--- src/rtl/mtimer_clint.sv ---
// Machine timer: free-running 64-bit mtime with prescaler, mtimecmp compare and mtip,
// reached through a two-state valid/ready slave port.
//   state   | meaning
//   ST_IDLE | waiting for bus_valid; accepts, writes and captures read data on the same edge
//   ST_RESP | bus_ready high for one cycle, then back to ST_IDLE
module mtimer_clint #(
   parameter int unsigned PRESCALE  = 1,
   parameter logic [31:0] BASE_ADDR = 32'h0200_0000
) (
   input  logic        clk,
   input  logic        rst,
   input  logic        bus_valid,
   input  logic        bus_we,
   input  logic [31:0] bus_addr,
   input  logic [31:0] bus_wdata,
   output logic        bus_ready,
   output logic [31:0] bus_rdata,
   output logic [63:0] real_mtime,
   output logic        mtip
);
   localparam logic [15:0] PS_LAST = 16'(PRESCALE - 1);

   typedef enum logic {ST_IDLE, ST_RESP} state_t;

   state_t      state_q;
   logic [63:0] mtime_q, mtime_d;
   logic [63:0] mtimecmp_q, mtimecmp_d;
   logic [31:0] hi_shadow_q, hi_shadow_d;
   logic [15:0] presc_q, presc_d;
   logic        en_q, en_d;
   logic        bus_ready_q;
   logic [31:0] bus_rdata_q;
   logic        mtip_q;

   logic        hit;
   logic [2:0]  reg_sel;
   logic        accept;
   logic        wr;
   logic        rd;
   logic        tick;
   logic [31:0] rdata_mux;
   logic        unused_addr;

   // Window match on the upper bits; byte lanes within a word are ignored.
   assign hit         = (bus_addr[31:5] == BASE_ADDR[31:5]);
   assign reg_sel     = bus_addr[4:2];
   assign unused_addr = ^bus_addr[1:0];

   assign accept = (state_q == ST_IDLE) && bus_valid;
   assign wr     = accept && bus_we && hit;
   assign rd     = accept && !bus_we && hit;
   assign tick   = en_q && (presc_q == PS_LAST);

   always_comb begin
      rdata_mux = 32'h0;
      if (hit) begin
         case (reg_sel)
            3'd0:    rdata_mux = mtime_q[31:0];
            3'd1:    rdata_mux = hi_shadow_q;
            3'd2:    rdata_mux = mtimecmp_q[31:0];
            3'd3:    rdata_mux = mtimecmp_q[63:32];
            3'd4:    rdata_mux = {31'h0, en_q};
            default: rdata_mux = 32'h0;
         endcase
      end
   end

   always_comb begin
      presc_d     = presc_q;
      mtime_d     = mtime_q;
      mtimecmp_d  = mtimecmp_q;
      en_d        = en_q;
      hi_shadow_d = hi_shadow_q;

      if (en_q) begin
         presc_d = (presc_q == PS_LAST) ? 16'h0 : presc_q + 16'h1;
      end
      if (tick) begin
         mtime_d = mtime_q + 64'h1;
      end

      // A bus write to either mtime half overrides the increment; no carry that edge.
      if (wr) begin
         case (reg_sel)
            3'd0:    mtime_d = {mtime_q[63:32], bus_wdata};
            3'd1:    mtime_d = {bus_wdata, mtime_q[31:0]};
            3'd2:    mtimecmp_d = {mtimecmp_q[63:32], bus_wdata};
            3'd3:    mtimecmp_d = {bus_wdata, mtimecmp_q[31:0]};
            3'd4:    en_d = bus_wdata[0];
            default: en_d = en_q;
         endcase
      end

      if (rd && (reg_sel == 3'd0)) begin
         hi_shadow_d = mtime_q[63:32];
      end
   end

   always_ff @(posedge clk or negedge rst) begin
      if (!rst) begin
         state_q     <= ST_IDLE;
         bus_ready_q <= 1'b0;
         bus_rdata_q <= 32'h0;
         mtime_q     <= 64'h0;
         mtimecmp_q  <= 64'hFFFF_FFFF_FFFF_FFFF;
         en_q        <= 1'b1;
         presc_q     <= 16'h0;
         hi_shadow_q <= 32'h0;
         mtip_q      <= 1'b0;
      end else begin
         case (state_q)
            ST_IDLE: begin
               if (bus_valid) begin
                  state_q     <= ST_RESP;
                  bus_ready_q <= 1'b1;
                  bus_rdata_q <= bus_we ? 32'h0 : rdata_mux;
               end
            end
            ST_RESP: begin
               state_q     <= ST_IDLE;
               bus_ready_q <= 1'b0;
               bus_rdata_q <= 32'h0;
            end
            default: begin
               state_q     <= ST_IDLE;
               bus_ready_q <= 1'b0;
               bus_rdata_q <= 32'h0;
            end
         endcase
         mtime_q     <= mtime_d;
         mtimecmp_q  <= mtimecmp_d;
         en_q        <= en_d;
         presc_q     <= presc_d;
         hi_shadow_q <= hi_shadow_d;
         mtip_q      <= (mtime_q >= mtimecmp_q);
      end
   end

   assign bus_ready  = bus_ready_q;
   assign bus_rdata  = bus_rdata_q;
   assign real_mtime = mtime_q;
   assign mtip       = mtip_q;

endmodule

--- config.mk ---
export PLATFORM = sky130hd
export DESIGN_NAME = mtimer_clint
export DESIGN_NICKNAME = d
export VERILOG_FILES = /design/src/rtl/mtimer_clint.sv
export SDC_FILE = /design/constraint.sdc
export NUM_CORES = 1
export LEC_CHECK = 0
export ABC_CLOCK_PERIOD_IN_PS = 3900
export CORE_ASPECT_RATIO = 0.9
export CORE_MARGIN = 2
export CORE_UTILIZATION = 50
export DETAILED_ROUTE_END_ITERATION = 10
export GPL_TIMING_DRIVEN = 0
export HOLD_SLACK_MARGIN = 0.1
export PLACE_DENSITY = 0.73
export SYNTH_ARGS = -nofsm -noshare
export SYNTH_HDL_FRONTEND = slang
export SYNTH_SLANG_ARGS = --single-unit
--- constraint.sdc ---
create_clock -name clk -period 3.9 [get_ports clk]
set_input_delay 0.78 -clock clk [delete_from_list [all_inputs] [get_ports clk]]
set_output_delay 0.78 -clock clk [all_outputs]
set_load 0.1 [all_outputs]
==> results of run 1 <==
==> synth_stat cells, types with 22 or more instances <==
cell                       count  area share (%)
sky130_fd_sc_hd__o21ai_0     169             6.9
sky130_fd_sc_hd__nor4_1       36             1.8
sky130_fd_sc_hd__and3_1       22             1.1
sky130_fd_sc_hd__a21oi_1      44             1.8
sky130_fd_sc_hd__dfrtp_1     147              30
sky130_fd_sc_hd__nand2_1     178             5.5
sky130_fd_sc_hd__a221oi_1     35             2.5
sky130_fd_sc_hd__nand3_1      36             1.5
sky130_fd_sc_hd__inv_1        81             2.5
sky130_fd_sc_hd__mux2_2       34             3.1
sky130_fd_sc_hd__ha_1         67             6.8
sky130_fd_sc_hd__clkbuf_1     61             1.9
sky130_fd_sc_hd__dfstp_2      65              14
sky130_fd_sc_hd__nor3_1       34             1.4
sky130_fd_sc_hd__nor2_1       69             2.1
sky130_fd_sc_hd__nand4_1      46             2.3
==> cells in the final DEF, fill, tap and decap left out, drive strengths merged, types with 8 or more instances in the layout <==
master	synthesis	final
mux2	34	34
and4	15	15
clkbuf	61	99
dfrtp	147	147
a221o	11	11
a22oi	10	10
inv	81	81
nor4	37	37
nor3	36	36
a221oi	35	35
and2	13	13
a21oi	44	44
nand2	178	178
o21ai	169	169
ha	67	67
nand3	37	37
dfstp	65	65
xnor2	11	11
o22ai	14	14
a31oi	11	11
a21o	8	8
mux2i	11	11
nand4	48	48
clkdlybuf4s50	0	158
a211oi	15	15
nor2	69	69
buf	20	24
and3	25	25
==> sequential cells by signal, summed over array words and instances (netlist names) <==
register     count
bus_rdata       32
bus_ready        1
en_q             1
hi_shadow_q     32
mtimecmp_q      64
mtip             1
presc_q         16
real_mtime      64
state_q          1
==> cell type report <==
type / count / area, um2
Fill cell: 2064 / 9064
Multi-Input combinational cell: 982 / 6226
Sequential cell: 212 / 5386
Timing Repair Buffer: 162 / 1657
Clock buffer: 38 / 744.5
Tap cell: 308 / 385.4
Buffer: 81 / 341.6
Inverter: 81 / 304.0
Clock inverter: 6 / 80.08
==> cell families (layout without fill, tap and decap cells) <==
logic type               after synthesis  after routing  share of synthesized area, %
flip-flops                           212            212                         43.96
AND/OR/NAND/NOR                      497            497                         20.57
AO/OA/AOI/OAI                        359            359                         18.33
buffers and inverters                162            368                         5.270
XOR/XNOR                              14             14                         1.001
adder cells (fa/ha/maj)               67             67                         6.842
multiplexers                          45             45                         4.024
==> layer usage <==
layer / track usage, % / routed length, um
met1: 52.41 / 20300
met2: 57.12 / 21290
met3: 10.60 / 5398
met4: 17.83 / 2603
met5: 0 / 0
==> power by group <==
group / internal [mW] / switching (mW) / leakage [nW]
sequential: 2.20 / 0.000981 / 2.59
clock: 1.44 / 0.935 / 0.409
combinational: 0.0888 / 0.153 / 3.64
==> metrics by stage <==
step,power (mW),util (%)
3_5_place_dp,2.482,59.09
6_report,4.819,62.53
2_1_floorplan,2.307,-
3_3_place_gp,2.474,58.82
5_1_grt,4.948,62.53
4_1_cts,4.835,62.53
==> critical path, cell delays in order, from the launching register on <==
cell and delay [ns]:
sky130_fd_sc_hd__dfrtp_1 0.59, sky130_fd_sc_hd__ha_1 0.42, sky130_fd_sc_hd__nand4_1 0.19, sky130_fd_sc_hd__nor4_2 0.80, sky130_fd_sc_hd__o21ai_0 0.51, sky130_fd_sc_hd__o221ai_1 0.40, sky130_fd_sc_hd__a221oi_1 0.24, sky130_fd_sc_hd__o211ai_1 0.22
==> worst max path at each step <==
stage                     end  slack (ns)
6_report                 mtip        0.45
5_1_grt        mtimecmp_q[55]        0.32
4_1_cts                  mtip        0.52
3_5_place_dp             mtip       -0.04
3_3_place_gp    bus_rdata[23]       -6.95
2_1_floorplan  real_mtime[38]        1.07
==> results.md, run 1 <==
- Final-layout setup total negative slack: 0 ns
- Worst r2r dst: mtip
- Number of cells produced by synthesis: about 1400
- Hold buffer count at CTS: 0
- Average footprint of a synthesized cell: ~9 um2
- R2R Setup Slk: 0.45 ns
- Summed area of non-filler cells in the final layout: approximately 0.015 mm2
- First-pass GRT wire length: about 75 mm
- Number of CTS-inserted buffers: 24
- Average detailed-routed wire length per instance: 26.52 um
- Via count: around 12000
- Ant diodes: 0
- Seq/Total Area, Yosys: 43.96%
- Resized Gates After CTS: 1
- Maximum number of pins on one net before global-route repair: 84
- Syn Nets: 1491
- Number of H-tree levels: 1
- Post CTS Setup Buffer Count: 0
- Type of the most critical hold path: in -> async
- Placement-stage cell area: approximately 0.014 mm2
- Peak supply drop: 0.3430 mV
- Worst slew pin tran: 1.280 ns
- Area growth from synthesis to layout: 23.45%
- Detailed Routing Iterations Pass 1: 6
- Initial core utilization: 50.65%
- Main flop type after synthesis: sky130_fd_sc_hd__dfrtp_1
- Post-synth cell types: between 60 and 70
- Routed wire length: around 50 mm
- CORE AREA: 0.02419 mm2
- Synth Register Bits: between 200 and 250
- Result of the run: completed
- Critical path required time: 4.35 ns
- Drt drc: 0
- # port buffers: around 160
- Avg Vias per Cell: 6.520
- Clock network latency to the later pin of the worst-skew pair: about 0.54 ns
- Final min period: around 3.5 ns
- Final hold violations: 0
- CP Max Fanout: 9
- Proportion of layout cells with a drive suffix above 1: 11.33%
- Setup violation total in the final timing report: 0
- Nature of the critical path endpoint: flip-flop
- Final RePlAce weighted congestion: just over 1
- Die height: around 150 um
- Number of antenna violations at the first check in global routing: 0
- Critical path startpoint category: flip-flop
- Post-synth EDFFs: 0
- Overall Global Routing Usage: approximately 38%
- Layout net count: 1679
- Clock slew at the register clock pins of the worst setup and hold paths: around 0.06 ns
- RSZ-0062 raised after global routing: no
- Total grt overflow: 0
- Layout Skew: ~0.021 ns
- Number of placement rows: 54
- Max-cap violations: 0
- Reg-to-Reg Start: real_mtime[47]
- Via count of the first global-routing pass: roughly 12000
- Clock tree from TritonCTS: built
- Launching element of the worst setup path: real_mtime[47]
- Clock Tree Root: sky130_fd_sc_hd__clkbuf_16
- Antenna viol nets, final: 0
- Width of the die: roughly 170 um
- Cell count after placement: between 1500 and 2000
- Worst endpoint data arrival time: just under 4 ns
- Worst setup slack after placement: -0.03640 ns
- Final Slew Violations: 0
- Fraction of synthesis flops using an asynchronous set or reset pin: 100.0%
- Highest clock rate: roughly 290 MHz
- Slack of the critical path: between 0.4 and 0.5 ns
- Final HPWL from detailed placement: approximately 36 mm
- Combined area of all synthesized cells: between 0.01 and 0.015 mm2
- Total power density per cell area: between 300 and 400 mW/mm2
- Remaining max-slew budget at the tightest pin: between 10 and 15%
- Non-filler instance count after layout: approximately 1900
- Static leakage power: 6.639 nW
- Num ports: between 150 and 200
- Final clock period utilization by the worst path: 88.49%
- Reg2reg path depth: 7
- Path type of the worst setup path: reg -> reg
- Clock sink total: roughly 210
- Iter 0 DRT Violations: around 1400
- Area of the die: around 0.026 mm2
- Count of warnings emitted by yosys: 0
- Final worst hold slack: roughly 0.16 ns
- Clk buf depth: 3
Power figures use the tool's default switching activity.
==> run 2: changes to the inputs <==
--- a/config.mk
+++ b/config.mk
@@ -7,7 +7,6 @@
 export LEC_CHECK = 0
 export ABC_CLOCK_PERIOD_IN_PS = 3900
 export CORE_ASPECT_RATIO = 0.9
-export CORE_MARGIN = 2
 export CORE_UTILIZATION = 50
 export DETAILED_ROUTE_END_ITERATION = 10
 export GPL_TIMING_DRIVEN = 0
==> run 2 against run 1 <==
Clock power is 2% lower. Die area is 2.5% lower. Combinational power shrank 2%. Largest power group unchanged.
==> results.md, run 2 (synthesis gave the netlist of run 1 again) <==
- Peak supply drop: 0.3811 mV
- Area growth from synthesis to layout: 22.82%
- Setup violation total in the final timing report: 0
- CORE AREA: about 0.024 mm2
- Critical Path Sink: mtip
- Critical path required time: about 4.4 ns
- Reg2reg path depth: 8
- Antenna viol nets, final: 0
- Placement-stage cell area: 0.01426 mm2
- Worst setup slack after placement: roughly 0.014 ns
- Width of the die: about 170 um
- Drt drc: 0
- Summed area of non-filler cells in the final layout: approximately 0.015 mm2
- Final clock period utilization by the worst path: roughly 89%
- Layout net count: about 1700
- Non-filler instance count after layout: about 1900
- Total grt overflow: 0
- Slack of the critical path: 0.4211 ns
- Via count of the first global-routing pass: between 10000 and 15000
- Highest clock rate: between 200 and 300 MHz
- Final min period: 3.479 ns
- Result of the run: completed
- Worst endpoint data arrival time: between 3 and 4 ns
- Hold buffer count at CTS: 0
- Num ports: 166
- Area of the die: ~0.025 mm2
- Number of H-tree levels: 1
- Post CTS Setup Buffer Count: 0
- Maximum number of pins on one net before global-route repair: 108
- Final HPWL from detailed placement: 35.17 mm
- Worst path slowest cell: sky130_fd_sc_hd__nor4_2
- Most frequent cells in the layout: sky130_fd_sc_hd__nand2_1 (178), sky130_fd_sc_hd__o21ai_0 (169), sky130_fd_sc_hd__clkdlybuf4s50_1 (158), sky130_fd_sc_hd__dfrtp_1 (147), sky130_fd_sc_hd__inv_1 (81)
- Clock sink total: approximately 210
- Via count: approximately 12000
- CP Max Fanout: 3
- Clk buf depth: 3
- Final Slew Violations: 0
- Number of antenna violations at the first check in global routing: 1
- Final worst hold slack: slightly below 0.3 ns
- Clock Tree Root: sky130_fd_sc_hd__clkbuf_16
- Number of CTS-inserted buffers: 23
- Number of placement rows: 53
- Clock network latency to the later pin of the worst-skew pair: about 0.53 ns
- Total power density per cell area: 317.1 mW/mm2
- Max-cap violations: 0
- Clock slew at the register clock pins of the worst setup and hold paths: about 0.060 ns
- Worst r2r dst: mtip
- Initial core utilization: ~52%
- First-pass GRT wire length: 73.17 mm
- Clock tree from TritonCTS: built
- Routed wire length: roughly 50 mm
- Detailed Routing Iterations Pass 1: 5
- Cell-by-cell listing of the critical path: inv_1, ha_1, nand4_1, nor4_2, o21ai_0, o221ai_1, a221oi_1, o211ai_1
- Resized Gates After CTS: 0
- Die height: about 150 um
- Static leakage power: roughly 6.6 nW
- Proportion of layout cells with a drive suffix above 1: 11.04%
- Reg-to-Reg Start: mtimecmp_q[45]
- RSZ-0062 raised after global routing: no
- Remaining max-slew budget at the tightest pin: under 10%
- Type of the most critical hold path: in -> async
- Maximum single-stage delay on the critical path: ~0.9 ns
- Ant diodes: 0
- R2R Setup Slk: 0.42 ns
- Critical path startpoint category: flip-flop
- Average detailed-routed wire length per instance: between 20 and 30 um
- Final hold violations: 0
- Total Power Consumption: between 4 and 5 mW
- Avg Vias per Cell: ~6.5
- Layout Utilization: between 60% and 70%
- Final-layout setup total negative slack: 0 ns
- Layout Skew: a little under 0.02 ns
- Worst slew pin tran: 1.340 ns
- Launching element of the worst setup path: mtimecmp_q[45]
- Most frequent standard cell in the layout excluding fill and tap cells: sky130_fd_sc_hd__nand2_1
- Nature of the critical path endpoint: flip-flop
- Cell count after placement: 1819
- Final RePlAce weighted congestion: slightly above 1
- # port buffers: approximately 160
- Iter 0 DRT Violations: 1440
- Overall Global Routing Usage: 39.10%
- Path type of the worst setup path: reg -> reg
-- run 2: changes by cell type in the layout (fill, tap and decap cells not counted), sizes merged --
cell and change:
buf -1, bufinv +2, clkbuf -5
-- run 2: final cells by class --
cell class | count | area (um2)
Inverter | 81 | 304.0
Multi-Input combinational cell | 982 | 6226
Fill cell | 2049 | 8626
Buffer | 81 | 341.6
Tap cell | 302 | 377.9
Clock inverter | 8 | 140.1
Clock buffer | 33 | 643.1
Sequential cell | 212 | 5386
Timing Repair Buffer | 161 | 1629
-- run 2: power breakdown --
part / switching (mW) / internal, mW
logic: 0.152 / 0.0859
clock network: 0.921 / 1.41
registers: 0.00111 / 2.20
-- run 2: critical path: cells and delay by family (launching register included) --
kind / cells / cell delay, ns
AOI/OAI and AO/OA: 4 / 1.36
buffers and inverters: 1 / 0.06
adders and majority gates: 1 / 0.29
DFF: 1 / 0.54
and+or+nand+nor: 2 / 1.14
-- run 2: worst min-delay path by stage --
| stage | end | depth (start not counted) | from | slack [ns] |
|---|---|---|---|---|
| finish | hi_shadow_q[6] | 1 | rst | 0.29 |
| global placement | bus_ready | 1 | state_q | 0.45 |
| global route | hi_shadow_q[6] | 1 | rst | 0.37 |
| CTS | bus_rdata[6] | 1 | rst | 0.34 |
| detailed placement | bus_rdata[12] | 2 | bus_rdata[12] | 0.47 |
| floorplan | bus_ready | 1 | state_q | 0.43 |
-- run 2: layer usage --
metal  GRT usage, %  part of all wire, %  vias up
met4          16.06                  4.1        2
met3          9.069                   10      139
met1          53.50                   42     5937
met2          59.87                   44      730
li1               -                    -     5365
met5              0                0.029        -
